`src/rtl/pic_pkg.sv`:
```
// Shared definitions for the 8259 interrupt-acknowledge path: sequencer states
// and the acknowledge-phase codes the PIC decodes as intAcounter.
package pic_pkg;

  typedef enum logic [2:0] {
    IDLE = 3'd0,
    P1   = 3'd1,
    GAP  = 3'd2,
    P2   = 3'd3,
    HOLD = 3'd4
  } state_t;

  localparam logic [1:0] ACK_IDLE   = 2'b00;
  localparam logic [1:0] ACK_FIRST  = 2'b01;
  localparam logic [1:0] ACK_SECOND = 2'b10;

  localparam logic [2:0] SPURIOUS_IR = 3'd7;

endpackage

```
`src/rtl/inta_sequencer.sv`:
```
// CPU-side INTA handshake: two timed active-low pulses to the PIC, vector byte
// captured on the last edge of the second pulse and handed over by valid/ready.
module inta_sequencer
  import pic_pkg::*;
#(
  parameter int PULSE_W = 2,
  parameter int GAP_W   = 2
) (
  input  logic       clk,
  input  logic       rst_n,
  input  logic       int_req,
  input  logic       if_en,
  output logic       inta_n,
  output logic [1:0] ack_count,
  input  logic [7:0] data_in,
  output logic       vec_valid,
  output logic [7:0] vec_data,
  output logic       vec_spur,
  input  logic       vec_ready,
  output logic       busy
);

  localparam logic [3:0] PULSE_LD = 4'(PULSE_W - 1);
  localparam logic [3:0] GAP_LD   = 4'(GAP_W - 1);

  state_t     r_state;
  state_t     w_state_nxt;
  logic [3:0] r_cnt;
  logic [3:0] w_cnt_nxt;
  logic       w_cnt_zero;
  logic       w_capture;

  logic       r_inta_n;
  logic [1:0] r_ack;
  logic       r_vld;
  logic [7:0] r_vec_data;
  logic       r_vec_spur;

  logic       w_inta_n_nxt;
  logic [1:0] w_ack_nxt;
  logic       w_vld_nxt;

  assign w_cnt_zero = (r_cnt == 4'd0);

  always_comb begin
    w_state_nxt = r_state;
    w_cnt_nxt   = r_cnt;
    w_capture   = 1'b0;
    case (r_state)
      IDLE: begin
        if (int_req && if_en) begin
          w_state_nxt = P1;
          w_cnt_nxt   = PULSE_LD;
        end
      end
      P1: begin
        if (w_cnt_zero) begin
          w_state_nxt = GAP;
          w_cnt_nxt   = GAP_LD;
        end else begin
          w_cnt_nxt = r_cnt - 4'd1;
        end
      end
      GAP: begin
        if (w_cnt_zero) begin
          w_state_nxt = P2;
          w_cnt_nxt   = PULSE_LD;
        end else begin
          w_cnt_nxt = r_cnt - 4'd1;
        end
      end
      P2: begin
        if (w_cnt_zero) begin
          w_state_nxt = HOLD;
          w_capture   = 1'b1;
        end else begin
          w_cnt_nxt = r_cnt - 4'd1;
        end
      end
      HOLD: begin
        if (r_vld && vec_ready) begin
          w_state_nxt = IDLE;
        end
      end
      default: begin
        w_state_nxt = IDLE;
        w_cnt_nxt   = 4'd0;
      end
    endcase
  end

  // Outputs are decoded from the next state so the registered copies line up
  // with the state register cycle for cycle.
  always_comb begin
    w_inta_n_nxt = 1'b1;
    w_ack_nxt    = ACK_IDLE;
    w_vld_nxt    = 1'b0;
    case (w_state_nxt)
      P1: begin
        w_inta_n_nxt = 1'b0;
        w_ack_nxt    = ACK_FIRST;
      end
      GAP:  w_ack_nxt = ACK_FIRST;
      P2: begin
        w_inta_n_nxt = 1'b0;
        w_ack_nxt    = ACK_SECOND;
      end
      HOLD: w_vld_nxt = 1'b1;
      default: ;
    endcase
  end

  always_ff @(posedge clk or negedge rst_n) begin
    if (!rst_n) begin
      r_state    <= IDLE;
      r_cnt      <= 4'd0;
      r_inta_n   <= 1'b1;
      r_ack      <= ACK_IDLE;
      r_vld      <= 1'b0;
      r_vec_data <= 8'h00;
      r_vec_spur <= 1'b0;
    end else begin
      r_state  <= w_state_nxt;
      r_cnt    <= w_cnt_nxt;
      r_inta_n <= w_inta_n_nxt;
      r_ack    <= w_ack_nxt;
      r_vld    <= w_vld_nxt;
      if (w_capture) begin
        r_vec_data <= data_in;
        r_vec_spur <= ~int_req;
      end
    end
  end

  assign inta_n    = r_inta_n;
  assign ack_count = r_ack;
  assign vec_valid = r_vld;
  assign vec_data  = r_vec_data;
  assign vec_spur  = r_vec_spur;
  assign busy      = (r_state != IDLE);

endmodule
```
`config.mk`:
```
export PLATFORM = sky130hd
export DESIGN_NAME = inta_sequencer
export DESIGN_NICKNAME = d
export VERILOG_FILES = /design/src/rtl/pic_pkg.sv /design/src/rtl/inta_sequencer.sv
export SDC_FILE = /design/constraint.sdc
export NUM_CORES = 1
export LEC_CHECK = 0
export BUFFER_PORTS_ARGS = -buffer_cell sky130_fd_sc_hd__buf_2
export CORE_MARGIN = 2
export CORE_UTILIZATION = 52
export CTS_BUF_LIST = sky130_fd_sc_hd__clkbuf_4 sky130_fd_sc_hd__clkbuf_8
export CTS_CLUSTER_SIZE = 12
export DETAILED_ROUTE_END_ITERATION = 10
export PLACE_DENSITY = 0.8
export SETUP_SLACK_MARGIN = 0.02
export SLEW_MARGIN = 15
export SYNTH_ARGS = -nofsm -noshare
export SYNTH_HDL_FRONTEND = slang
export SYNTH_SLANG_ARGS = --single-unit
```
`constraint.sdc`:
```
create_clock -name clk -period 2.65 [get_ports clk]
set_clock_uncertainty 0.15 [all_clocks]
set_input_delay 0.6625 -clock clk [delete_from_list [all_inputs] [get_ports clk]]
set_output_delay 0.6625 -clock clk [all_outputs]
set_load 0.01 [all_outputs]
```
### Word level (Yosys, flattened, before mapping)

Index checks and enable logic that the tools add are counted.

| word-level totals | value |
|---|---|
| flip-flop bits (word level) | 20 |
| latch bits | 0 |
| memory bits (writable) | 0 |
| bits in read-only memories | 0 |
| memories | 0 |

| cells by class | value |
|---|---|
| add/subtract/negate cells | 1 |
| multipliers | 0 |
| divide/modulo/power cells | 0 |
| magnitude comparators | 0 |
| eq/ne operators | 10 |
| shifts and indexed selects | 0 |
| muxes and demuxes | 15 |
| bitwise logic cells | 2 |
| reductions and logical operators | 9 |

Operators with widths:

| operator | count |
|---|---|
| $pmux W4 S4 | 1 |
| $mux W3 | 5 |
| $pmux W3 S5 | 1 |
| $eq A3 B2 Y1 const B | 4 |
| $mux W4 | 3 |
| $eq A3 B1 Y1 const B | 2 |
| $eq A3 B3 Y1 const B | 2 |
| $reduce_or A2 Y1 | 3 |
| $logic_not A4 Y1 | 1 |
| $mux W1 | 4 |
| $ne A2 B2 Y1 const B | 2 |
| $pmux W2 S2 | 1 |
| $sub A4 B1 Y4 const B | 1 |
| $logic_not A3 Y1 | 1 |
| $reduce_and A3 Y1 | 1 |
| $reduce_bool A3 Y1 | 1 |
| $logic_and A1 B1 Y1 | 2 |
| $not A1 Y1 | 2 |

### Logic depth before layout (Yosys ltp)

Gate-level depths: netlist of the first run.

| logic depth | value |
|---|---|
| depth in word-level cells | 6 |
| depth in mapped cells | 7 |
| mapped depth without buffers | 6 |

### Worst setup path after synthesis of the first run

OpenSTA, ideal clock, no wires.

| timing path | value |
|---|---|
| kind | flip-flop to flip-flop |
| start | register r_cnt[0] |
| end | register r_vec_data[2], in the netlist vec_data[2] |
| data arrival time | 1.576 ns |
| data required time | 2.375 ns |
| slack | 0.799 ns |
| cell stages (with the launch flop) | 7 |
| buffers on the path | 1 |
| cell sequence | dfrtp_1 -> inv_1 -> ha_1 -> nand4bb_4 -> or3_4 -> buf_6 -> mux2_4 |

| between the ends | value |
|---|---|
| cells in the longest elaborated chain, start to end | 3 |

RTL lines:

| element | line | text |
|---|---|---|
| start, declared | inta_sequencer.sv:28 | `logic [3:0] r_cnt;` |
| start signal, assigned | inta_sequencer.sv:124 | `r_cnt <= w_cnt_nxt;` |
| $logic_not A4 Y1 | inta_sequencer.sv:43 | `assign w_cnt_zero = (r_cnt == 4'd0);` |
| $mux W1 | inta_sequencer.sv:73 | `if (w_cnt_zero) begin` |
| $mux W1 | inta_sequencer.sv:49 | `case (r_state)` |
| end signal, assigned | inta_sequencer.sv:129 | `r_vec_data <= data_in;` |
| end, declared | inta_sequencer.sv:36 | `logic [7:0] r_vec_data;` |

No other way between the ends.
A chain may end at the register's enable or synchronous reset.

### Worst setup path in the final report of the first run

| timing path | value |
|---|---|
| start | register r_state[1] |
| end | output port busy |

| between the ends | value |
|---|---|
| cells in the longest elaborated chain, start to end | 1 |

RTL lines:

| element | line | text |
|---|---|---|
| start, declared | inta_sequencer.sv:26 | `state_t r_state;` |
| start signal, assigned | inta_sequencer.sv:123 | `r_state <= w_state_nxt;` |
| $reduce_bool A3 Y1 | inta_sequencer.sv:140 | `assign busy = (r_state != IDLE);` |
| end, declared | inta_sequencer.sv:20 | `output logic busy` |

No other way between the ends.

==> flow_metrics.py, run 1 <==
metrics = {
    "timing": {
        "post-route-period-util": 0.821,
        "setup-violations-final": 0,
        "rsz0062_at_grt": "no",
        "tns_ns": 0,
        "holdWs_ns": 0.125,
        "slew_headroom": 0.699,
        "finalMaxSlewViolations": 0,
        "hold_violations": 0,
        "layout_min_cycle_time_ns": 2.18,
        "finalWorstSetupSlack_ns": 0.474,
        "fmax_mhz": 460,
        "worst_pin_slew_ns": 0.450,
    },
    "pwr": {
        "clockPowerShare": 0.168,
        "p_sw_mw": 0.515,
        "p_per_area_nw_per_um2": 1290,
        "seqPwrFrac": 0.390,
        "power.internal_mw": 0.940,
        "netSwitchingFraction": 0.354,
        "p_comb_frac": 0.441,
        "peakVddDrop_mv": 0.877,
        "leakage_nw": 0.571,
    },
    "synthesis": {
        "synthCells": 79,
        "ys_async_sr_fraction": 1.00,
        "synth_fp_nets": 93,
        "ys_seq_elements": 20,
        "synthTopCellsByArea": "dfrtp_1 (51%), mux2_4 (9.6%), o21ai_0 (3.2%)",
        "ys.flop_type": "dfrtp_1",
        "synthDominantCellAreaShare": 0.507,
        "ys_warn_count": 0,
        "seq_area_frac_synth": 0.535,
        "netlist_area_um2": 938,
        "synth.distinct_cells": 32,
        "avgSynthCellArea_um2": 11.9,
        "synth_edf_count": 0,
        "yosysTopAreaCell": "dfrtp_1",
    },
    "critical_path": {
        "cpPeakStageDelay_ns": 0.51,
        "cp-end-kind": "primary output",
        "arrival_ns": 1.36,
        "startpoint_type": "flop",
        "cp.buffers_inverters": 1,
        "slowest_stage": "dfrtp_1",
        "cpLargestDelayFamily": "flip-flops",
        "crit_fanout": 9,
        "crit_required_ns": 1.84,
        "crit_chain": "nor2_1 > nand2_1 > buf_2",
        "critical_path_class": "reg -> out",
    },
    "placed_design": {
        "placed_cell_area_um2": 1080,
        "place_ws_ns": 0.747,
        "numPortBuffers": 26,
        "hpwl_um": 1330,
        "gp_congestion": 0.931,
    },
    "finish": {
        "syn_to_final_growth_pct": 20.4,
        "multi_input_area_um2": 399,
        "fillers": 145,
        "n_antenna_cell": 0,
        "fin_area_um2": 1130,
        "drive_gt1_frac": 0.425,
        "fin_nets": 121,
        "regArea_um2": 502,
        "fin_util": 0.662,
    },
    "detailed_routing": {
        "drt-vias-per-instance": 5.13,
        "wire_per_inst_um": 12.7,
        "drt-total-wl_um": 1670,
        "drc": 0,
        "detail_route.first_pass.iterations": 4,
        "vias": 672,
        "drt_iter0_drc": 11,
        "ant_nets": 0,
    },
    "clock_tree": {
        "clock-root-buffer": "clkbuf_4",
        "clkTransAtPathRegs_ns": 0.11,
        "cts_resized": 0,
        "cts_hold_buf": 0,
        "numCtsBuffers": 3,
        "cts_setup_buffers": 0,
        "cts_tree": "yes",
        "cts.path.max_buffers": 2,
        "cts_max_level": 1,
        "cts_sinks": 20,
        "worstSkewPairLatency_ns": 0.30,
    },
    "floorplanning": {
        "die_h_um": 46.5,
        "io_pins": 27,
        "dieArea_um2": 2160,
        "die_width_um": 46.5,
        "core_area_um2": 1710,
        "initial_core_util": 0.549,
        "placementRows": 15,
    },
    "global_route": {
        "overflow": 0,
        "grt_usage": 0.175,
        "grt_pass1_vias": 596,
        "grt_pass1_wl_um": 2580,
        "grt_max_degree": 21,
        "antenna_found_initial": 0,
    },
    "status": {
        "status": "complete, no violations",
    },
    "flow_run": {
        "cap_violations": 0,
    },
    "worst_hold_path": {
        "hold_class": "in -> async",
    },
}
-- cells in the mapped netlist (2+ instances only) --
master and number:
dfrtp_1 19, mux2_2 2, a21oi_1 4, o21ai_0 6
nand3_1 3, nor2_1 3, or2_2 3, mux2_4 6
inv_1 3, nand2_1 8
-- cell usage in the layout (no fill, tap or decap), types with 3 or more instances in the layout --
cell      count
nand2_1       8
clkbuf_4      3
a21oi_1       4
nor2_1        3
mux2_4        6
o21ai_0       6
dfrtp_1      19
buf_2        26
or2_2         3
inv_1         3
nand3_1       3
-- path summary, 6_finish.rpt --
kind                       startpoint     endpoint  slack (ns)  cells after the start
max in group asynchronous       rst_n       inta_n        1.89                      1
setup reg to reg             r_cnt[0]  vec_data[3]        0.74                      5
hold / removal                  rst_n     r_cnt[0]        0.13                      1
min in group clk             vec_spur     vec_spur        0.35                      2
setup / recovery           r_state[1]         busy        0.47                      3
hold reg to reg              vec_spur     vec_spur        0.35                      2
-- cells by family (layout without fill, tap and decap cells) --
family                   after synthesis  after routing  share of synthesized area
AND/OR/NAND/NOR                       25             25                      0.164
flip-flops                            20             20                      0.535
AO/OA/AOI/OAI                         15             15                     0.0987
multiplexers                           9              9                      0.131
buffers and inverters                  7             34                     0.0400
XOR/XNOR                               2              2                     0.0187
adder cells (fa/ha/maj)                1              1                     0.0133
-- registers in the layout (all words and copies together), names as in the netlist --
signal     cells
vec_data       8
ack_count      2
inta_n         1
vec_valid      1
r_cnt          4
vec_spur       1
r_state        3
-- layer usage --
metal / track usage / part of all wire
met5: 0 / 0
met3: 0.0235 / 0.035
met4: 0.0686 / 0.012
met1: 0.219 / 0.42
met2: 0.300 / 0.53
-- power groups by stage --
stage	Combinational [mW]	Sequential, mW	Clock (mW)
floorplan	0.448	0.583	0
global placement	0.625	0.566	0
detailed placement	0.646	0.575	0
CTS	0.651	0.568	0.248
global route	0.715	0.591	0.265
finish	0.642	0.568	0.245
-- area by class of cell --
type                       instances  share of cell area
sequential                        20               0.444
inverter                           4              0.0133
tap                               25              0.0277
clock buffer                       3              0.0199
clock inverter                     1              0.0266
multi-input combinational         52               0.353
timing repair buffer              26               0.115
-- through the flow --
step	cells	total power, mW
final	131	1.45
after detailed placement	127	1.22
after global placement	127	1.19
after global routing	131	1.57
after CTS	131	1.47
after floorplan	79	1.03
No activity file was read; power rests on OpenSTA's default activity.
==> inputs of run 2 (changes only) <==
--- a/config.mk
+++ b/config.mk
@@ -5,13 +5,14 @@
 export SDC_FILE = /design/constraint.sdc
 export NUM_CORES = 1
 export LEC_CHECK = 0
+export ABC_AREA = 1
 export BUFFER_PORTS_ARGS = -buffer_cell sky130_fd_sc_hd__buf_2
 export CORE_MARGIN = 2
-export CORE_UTILIZATION = 52
+export CORE_UTILIZATION = 53
 export CTS_BUF_LIST = sky130_fd_sc_hd__clkbuf_4 sky130_fd_sc_hd__clkbuf_8
 export CTS_CLUSTER_SIZE = 12
 export DETAILED_ROUTE_END_ITERATION = 10
-export PLACE_DENSITY = 0.8
+export PLACE_DENSITY = 0.81
 export SETUP_SLACK_MARGIN = 0.02
 export SLEW_MARGIN = 15
 export SYNTH_ARGS = -nofsm -noshare
==> constraint.sdc (replaced) <==
create_clock -name clk -period 2.1 [get_ports clk]
set_clock_uncertainty 0.15 [all_clocks]
set_input_delay 0.525 -clock clk [delete_from_list [all_inputs] [get_ports clk]]
set_output_delay 0.525 -clock clk [all_outputs]
set_load 0.01 [all_outputs]
==> run 2 against run 1 <==
Against the previous run: sequential cell count is the same; worst hold slack worse by 0.13 ns; highest routed layer unchanged; the run now ends with hold timing left; synthesized area grew 3.6%; non-clock buffer count unchanged.
==> flow_metrics.py, run 2 <==
metrics = {
    "synthesis": {
        "yosysTopAreaCell": "dfrtp_1",
        "synthTopCellsByArea": "dfrtp_1 (49%), nand2_1 (22%), nand3_1 (4.1%)",
        "ys_warn_count": 0,
        "synthCells": 121,
        "synth_edf_count": 0,
        "synth_most_common_cell": "nand2_1",
        "avgSynthCellArea_um2": 8.03,
        "synthDominantCellAreaShare": 0.489,
        "netlist_area_um2": 972,
        "ys_async_sr_fraction": 1.00,
        "seq_area_frac_synth": 0.516,
        "synth.distinct_cells": 20,
        "synth_fp_nets": 135,
        "ys_seq_elements": 20,
        "ys_top_cells_by_count": "nand2_1 (57), dfrtp_1 (19), inv_1 (9), nand3_1 (8), nor2_1 (8)",
        "ys.flop_type": "dfrtp_1",
    },
    "floorplanning": {
        "placementRows": 15,
        "die_width_um": 46.8,
        "initial_core_util": 0.563,
        "io_pins": 27,
        "dieArea_um2": 2190,
        "core_area_um2": 1730,
        "die_h_um": 46.8,
    },
    "pwr": {
        "p_per_area_nw_per_um2": 1770,
        "peakVddDrop_mv": 0.802,
        "leakage_nw": 0.698,
    },
    "placed_design": {
        "numPortBuffers": 26,
        "place_ws_ns": 0.371,
        "hpwl_um": 1430,
        "gp_congestion": 0.963,
    },
    "critical_path": {
        "cp.buffers_inverters": 1,
        "slowest_stage": "dfrtp_1",
        "cpLargestDelayFamily": "flip-flops",
        "crit_fanout": 5,
        "crit_required_ns": 1.42,
        "arrival_ns": 1.25,
        "crit_chain": "nor2_2 > nand2_1 > buf_2",
        "cp-end-kind": "primary output",
        "ff2ff_setup_slack_ns": 0.37,
        "startpoint_type": "flop",
        "critical_path_class": "reg -> out",
        "cpPeakStageDelay_ns": 0.44,
    },
    "clock_tree": {
        "cts_setup_buffers": 0,
        "numCtsBuffers": 3,
        "cts_hold_buf": 0,
        "cts_max_level": 1,
        "worstSkewPairLatency_ns": 0.30,
        "clock-root-buffer": "clkbuf_4",
        "clkTransAtPathRegs_ns": 0.12,
        "cts_sinks": 20,
        "cts.path.max_buffers": 2,
        "cts_tree": "yes",
    },
    "detailed_routing": {
        "detail_route.first_pass.iterations": 4,
        "drt-vias-per-instance": 4.91,
        "vias": 860,
        "drt_iter0_drc": 21,
        "drt-total-wl_um": 1880,
        "ant_nets": 0,
        "wire_per_inst_um": 10.8,
        "drc": 0,
    },
    "finish": {
        "final_cell_mix": "nand2_1 (57), buf_2 (26), dfrtp_1 (19)",
        "drive_gt1_frac": 0.293,
        "fin_util": 0.682,
        "layout_commonest_cell": "nand2_1",
        "syn_to_final_growth_pct": 21.1,
        "largest_reg_flops": 8,
        "fin_nets": 165,
        "n_antenna_cell": 0,
    },
    "timing": {
        "tns_ns": 0,
        "hold_violations": 11,
        "worst_pin_slew_ns": 0.440,
        "rsz0062_at_grt": "no",
        "slew_headroom": 0.706,
        "holdWs_ns": -0.00650,
        "finalWorstSetupSlack_ns": 0.176,
        "layout_min_cycle_time_ns": 1.92,
        "post-route-period-util": 0.916,
        "finalMaxSlewViolations": 0,
        "fmax_mhz": 520,
        "setup-violations-final": 0,
    },
    "worst_hold_path": {
        "hold_class": "in -> async",
    },
    "flow_run": {
        "cap_violations": 0,
    },
    "global_route": {
        "grt_usage": 0.205,
        "grt_max_degree": 21,
        "grt_pass1_vias": 729,
        "grt_pass1_wl_um": 3110,
        "overflow": 0,
        "antenna_found_initial": 0,
    },
    "status": {
        "status": "finished, violations left",
        "violations": "hold timing",
    },
}
-- run 2: cell count changes in the layout (fill, tap and decap cells not counted), sizes merged, moves of 2 or more --
cell / before / now
nand2: 8 / 60
nor2: 3 / 12
mux2: 8 / 0
inv: 4 / 11
nand3: 3 / 9
o21ai: 6 / 1
a21oi: 4 / 2
or3: 2 / 0
-- run 2: kinds of logic (layout without fill, tap and decap cells) --
kind of cell             count (synthesis)  after routing  synth area share
AND/OR/NAND/NOR                         83             83             0.381
flip-flops                              20             20             0.516
buffers and inverters                   13             42            0.0618
AO/OA/AOI/OAI                            3              3            0.0193
adder cells (fa/ha/maj)                  1              1            0.0129
XOR/XNOR                                 1              1           0.00901
-- run 2: metrics by stage --
| step | power, mW | hold WS (ns) | cell area (µm²) | cells |
|---|---|---|---|---|
| 6_report | 2.09 | -0.00650 | 1180 | 175 |
| 5_1_grt | 2.29 | 0.00791 | 1180 | 175 |
| 4_1_cts | 2.09 | 0.00164 | 1170 | 175 |
| 3_5_place_dp | 1.77 | 0.308 | 1120 | 171 |
| 3_3_place_gp | 1.73 | 0.306 | 1120 | 171 |
| 2_1_floorplan | 1.48 | 0.0794 | 972 | 121 |
-- run 2: worst paths after layout --
check	cells past startpoint	end	start
max	3	busy	r_state[0]
min	1	vec_valid	rst_n
max reg2reg	7	vec_spur	r_cnt[0]
min reg2reg	2	vec_data[1]	vec_data[1]
max in group asynchronous	1	inta_n	rst_n
min in group clk	2	vec_spur	int_req
-- run 2: metal layers --
metal / track usage / up-vias / wire length (µm)
li1: - / 426 / -
met1: 0.270 / 399 / 830
met2: 0.326 / 31 / 934
met3: 0.0346 / 4 / 93
met4: 0.100 / 0 / 25
met5: 0 / - / 0
-- run 2: report_power, final --
group          internal, mW  switching [mW]
Clock                 0.193           0.120
Sequential            0.585           0.124
Combinational         0.390           0.675
-- run 2: area by class of cell --
| cell class | count | area (µm²) |
|---|---|---|
| Tap cell | 25 | 31.3 |
| Inverter | 12 | 48.8 |
| Fill cell | 160 | 549 |
| Clock inverter | 1 | 30.0 |
| Sequential cell | 20 | 502 |
| Multi-Input combinational cell | 88 | 413 |
| Timing Repair Buffer | 26 | 130 |
| Clock buffer | 3 | 22.5 |
-- run 2: what timing repair did --
item | CTS | global route
hold endpoints to repair | 0 | 0
endpoints found under the setup margin | 0 | 1
resized for setup | 0 | 1
==> inputs of run 3 (changes only) <==
--- a/config.mk
+++ b/config.mk
@@ -13,6 +13,7 @@
 export CTS_CLUSTER_SIZE = 12
 export DETAILED_ROUTE_END_ITERATION = 10
 export PLACE_DENSITY = 0.81
+export RECOVER_POWER = 100
 export SETUP_SLACK_MARGIN = 0.02
 export SLEW_MARGIN = 15
 export SYNTH_ARGS = -nofsm -noshare
==> constraint.sdc (replaced) <==
create_clock -name clk -period 2.1 [get_ports clk]
set_clock_uncertainty 0.15 [all_clocks]
set_input_delay 0.42 -clock clk [delete_from_list [all_inputs] [get_ports clk]]
set_output_delay 0.42 -clock clk [all_outputs]
set_load 0.01 [all_outputs]
==> run 3 against run 2 <==
Against the previous run: total power fell by 4.4%; sequential cell count is the same; first-iteration DRC count increased by 14%; critical path depth stayed put; register-to-register slack got worse by 0.12 ns; the run now ends clean; via count is 0.12% higher; worst hold slack improved by 0.16 ns; maximum frequency up 1.5%; setup slack improved by 0.028 ns; largest power group unchanged; sequential share of layout area is 1.4 points higher.
==> flow_metrics.py, run 3 (same netlist as run 2, synthesis figures left out) <==
metrics = {
    "timing": {
        "rsz0062_at_grt": "no",
        "worst_pin_slew_ns": 1.06,
        "slew_headroom": 0.296,
        "layout_min_cycle_time_ns": 1.90,
        "hold_violations": 0,
        "tns_ns": 0,
        "post-route-period-util": 0.903,
        "setup-violations-final": 0,
        "fmax_mhz": 527,
        "finalMaxSlewViolations": 0,
    },
    "critical_path": {
        "arrival_ns": 1.33,
        "cpLargestDelayFamily": "simple AND/OR/NAND/NOR gates",
        "rr_worst_depth": 7,
        "path_depth": 3,
        "cpPeakStageDelay_ns": 0.43,
        "slowest_stage": "dfrtp_1",
        "cp-end-kind": "primary output",
        "cp.buffers_inverters": 1,
        "crit_fanout": 5,
        "critical_path_class": "reg -> out",
        "crit_required_ns": 1.53,
        "startpoint_type": "flop",
        "crit_chain": "nor2_1 > nand2_1 > clkbuf_1",
    },
    "placed_design": {
        "gp_congestion": 0.963,
        "hpwl_um": 1430,
        "numPortBuffers": 26,
    },
    "clock_tree": {
        "clkTransAtPathRegs_ns": 0.12,
        "cts_resized": 0,
        "worstSkewPairLatency_ns": 0.30,
        "cts_setup_buffers": 0,
        "cts_max_level": 1,
        "numCtsBuffers": 3,
        "clock-root-buffer": "clkbuf_4",
        "cts_sinks": 20,
        "cts_tree": "yes",
        "cts.path.max_buffers": 2,
        "cts_hold_buf": 1,
    },
    "global_route": {
        "overflow": 0,
        "grt_pass1_vias": 730,
        "grt_usage": 0.205,
        "grt_pass1_wl_um": 3110,
        "antenna_found_initial": 0,
        "grt_max_degree": 21,
    },
    "detailed_routing": {
        "detail_route.first_pass.iterations": 4,
        "wl_met2_um": 932,
        "wire_per_inst_um": 10.7,
        "drt-vias-per-instance": 4.89,
        "drt_iter0_drc": 24,
        "ant_nets": 0,
        "wl_met3_um": 88,
        "drc": 0,
        "top_layer_used": "met4",
        "vias": 861,
        "wl_met1_um": 842,
        "drt-total-wl_um": 1890,
    },
    "floorplanning": {
        "placementRows": 15,
        "core_area_um2": 1730,
        "die_width_um": 46.8,
        "initial_core_util": 0.563,
        "die_h_um": 46.8,
        "dieArea_um2": 2190,
        "io_pins": 27,
    },
    "finish": {
        "largest_reg_flops": 8,
        "layout_commonest_cell": "nand2_1",
        "fillers": 176,
        "drive_gt1_frac": 0.146,
        "fin_nets": 166,
        "syn_to_final_growth_pct": 17.2,
        "final_cell_mix": "nand2_1 (58), dfrtp_1 (19), clkbuf_1 (15)",
        "regArea_um2": 502,
        "n_antenna_cell": 0,
        "multi_input_area_um2": 384,
        "fin_util": 0.660,
    },
    "pwr": {
        "peakVddDrop_mv": 0.785,
        "leakage_nw": 0.647,
        "p_per_area_nw_per_um2": 1750,
    },
    "flow_run": {
        "cap_violations": 0,
    },
    "worst_hold_path": {
        "hold_depth": 2,
        "hold_class": "in -> reg",
    },
    "status": {
        "status": "complete, no violations",
    },
}
## run 3: changes by cell type in the layout (fill, tap and decap cells not counted), moves of 2 or more
cell / delta
buf_2: -15
clkbuf_1: +15
nor2_1: +3
nor2_2: -2
## run 3: report_power, final
part | leakage (nW) | total [mW] | internal, mW | switching, mW
Clock | 0.0279 | 0.315 | 0.193 | 0.122
Combinational | 0.373 | 0.972 | 0.327 | 0.645
Sequential | 0.246 | 0.707 | 0.585 | 0.122
## run 3: final timing paths
kind	start	end	slack, ns
worst max-delay path	r_state[0]	busy	0.20
worst min-delay path	int_req	vec_spur	0.15
worst max register to register	r_cnt[0]	r_cnt[1]	0.25
worst min register to register	vec_data[1]	vec_data[1]	0.34
max in group asynchronous	rst_n	vec_data[1]	0.51
min in group asynchronous	rst_n	vec_valid	0.66
## run 3: worst register-to-register path: stages (launching register included)
cell and delay [ns]:
dfrtp_1 0.39, inv_1 0.08, ha_1 0.25, nand2_1 0.21, nor2_4 0.11, nor2_1 0.35
nand3_1 0.15, nand2_1 0.10
## run 3: cell type report
cell class                 instances  area share
timing repair buffer              27       0.106
tap                               25      0.0274
multi-input combinational         88       0.337
clock inverter                     1      0.0263
sequential                        20       0.440
clock buffer                       3      0.0198
inverter                          12      0.0428
## run 3: stage by stage
step                std cells  hold WS, ns  total power, mW  instance area [µm²]  worst slack [ns]
global placement          171        0.236             1.73                 1120             0.434
finish                    176        0.154             1.99                 1140             0.204
CTS                       176        0.128             2.10                 1180             0.202
detailed placement        171        0.248             1.77                 1120             0.371
global route              176        0.138             2.19                 1140             0.112
floorplan                 121      -0.0256             1.48                  972             0.644
## run 3: routing by layer
metal	GRT usage	vias up
met2	0.326	27
met4	0.100	0
met5	0	-
met3	0.0346	4
met1	0.270	400
li1	-	430
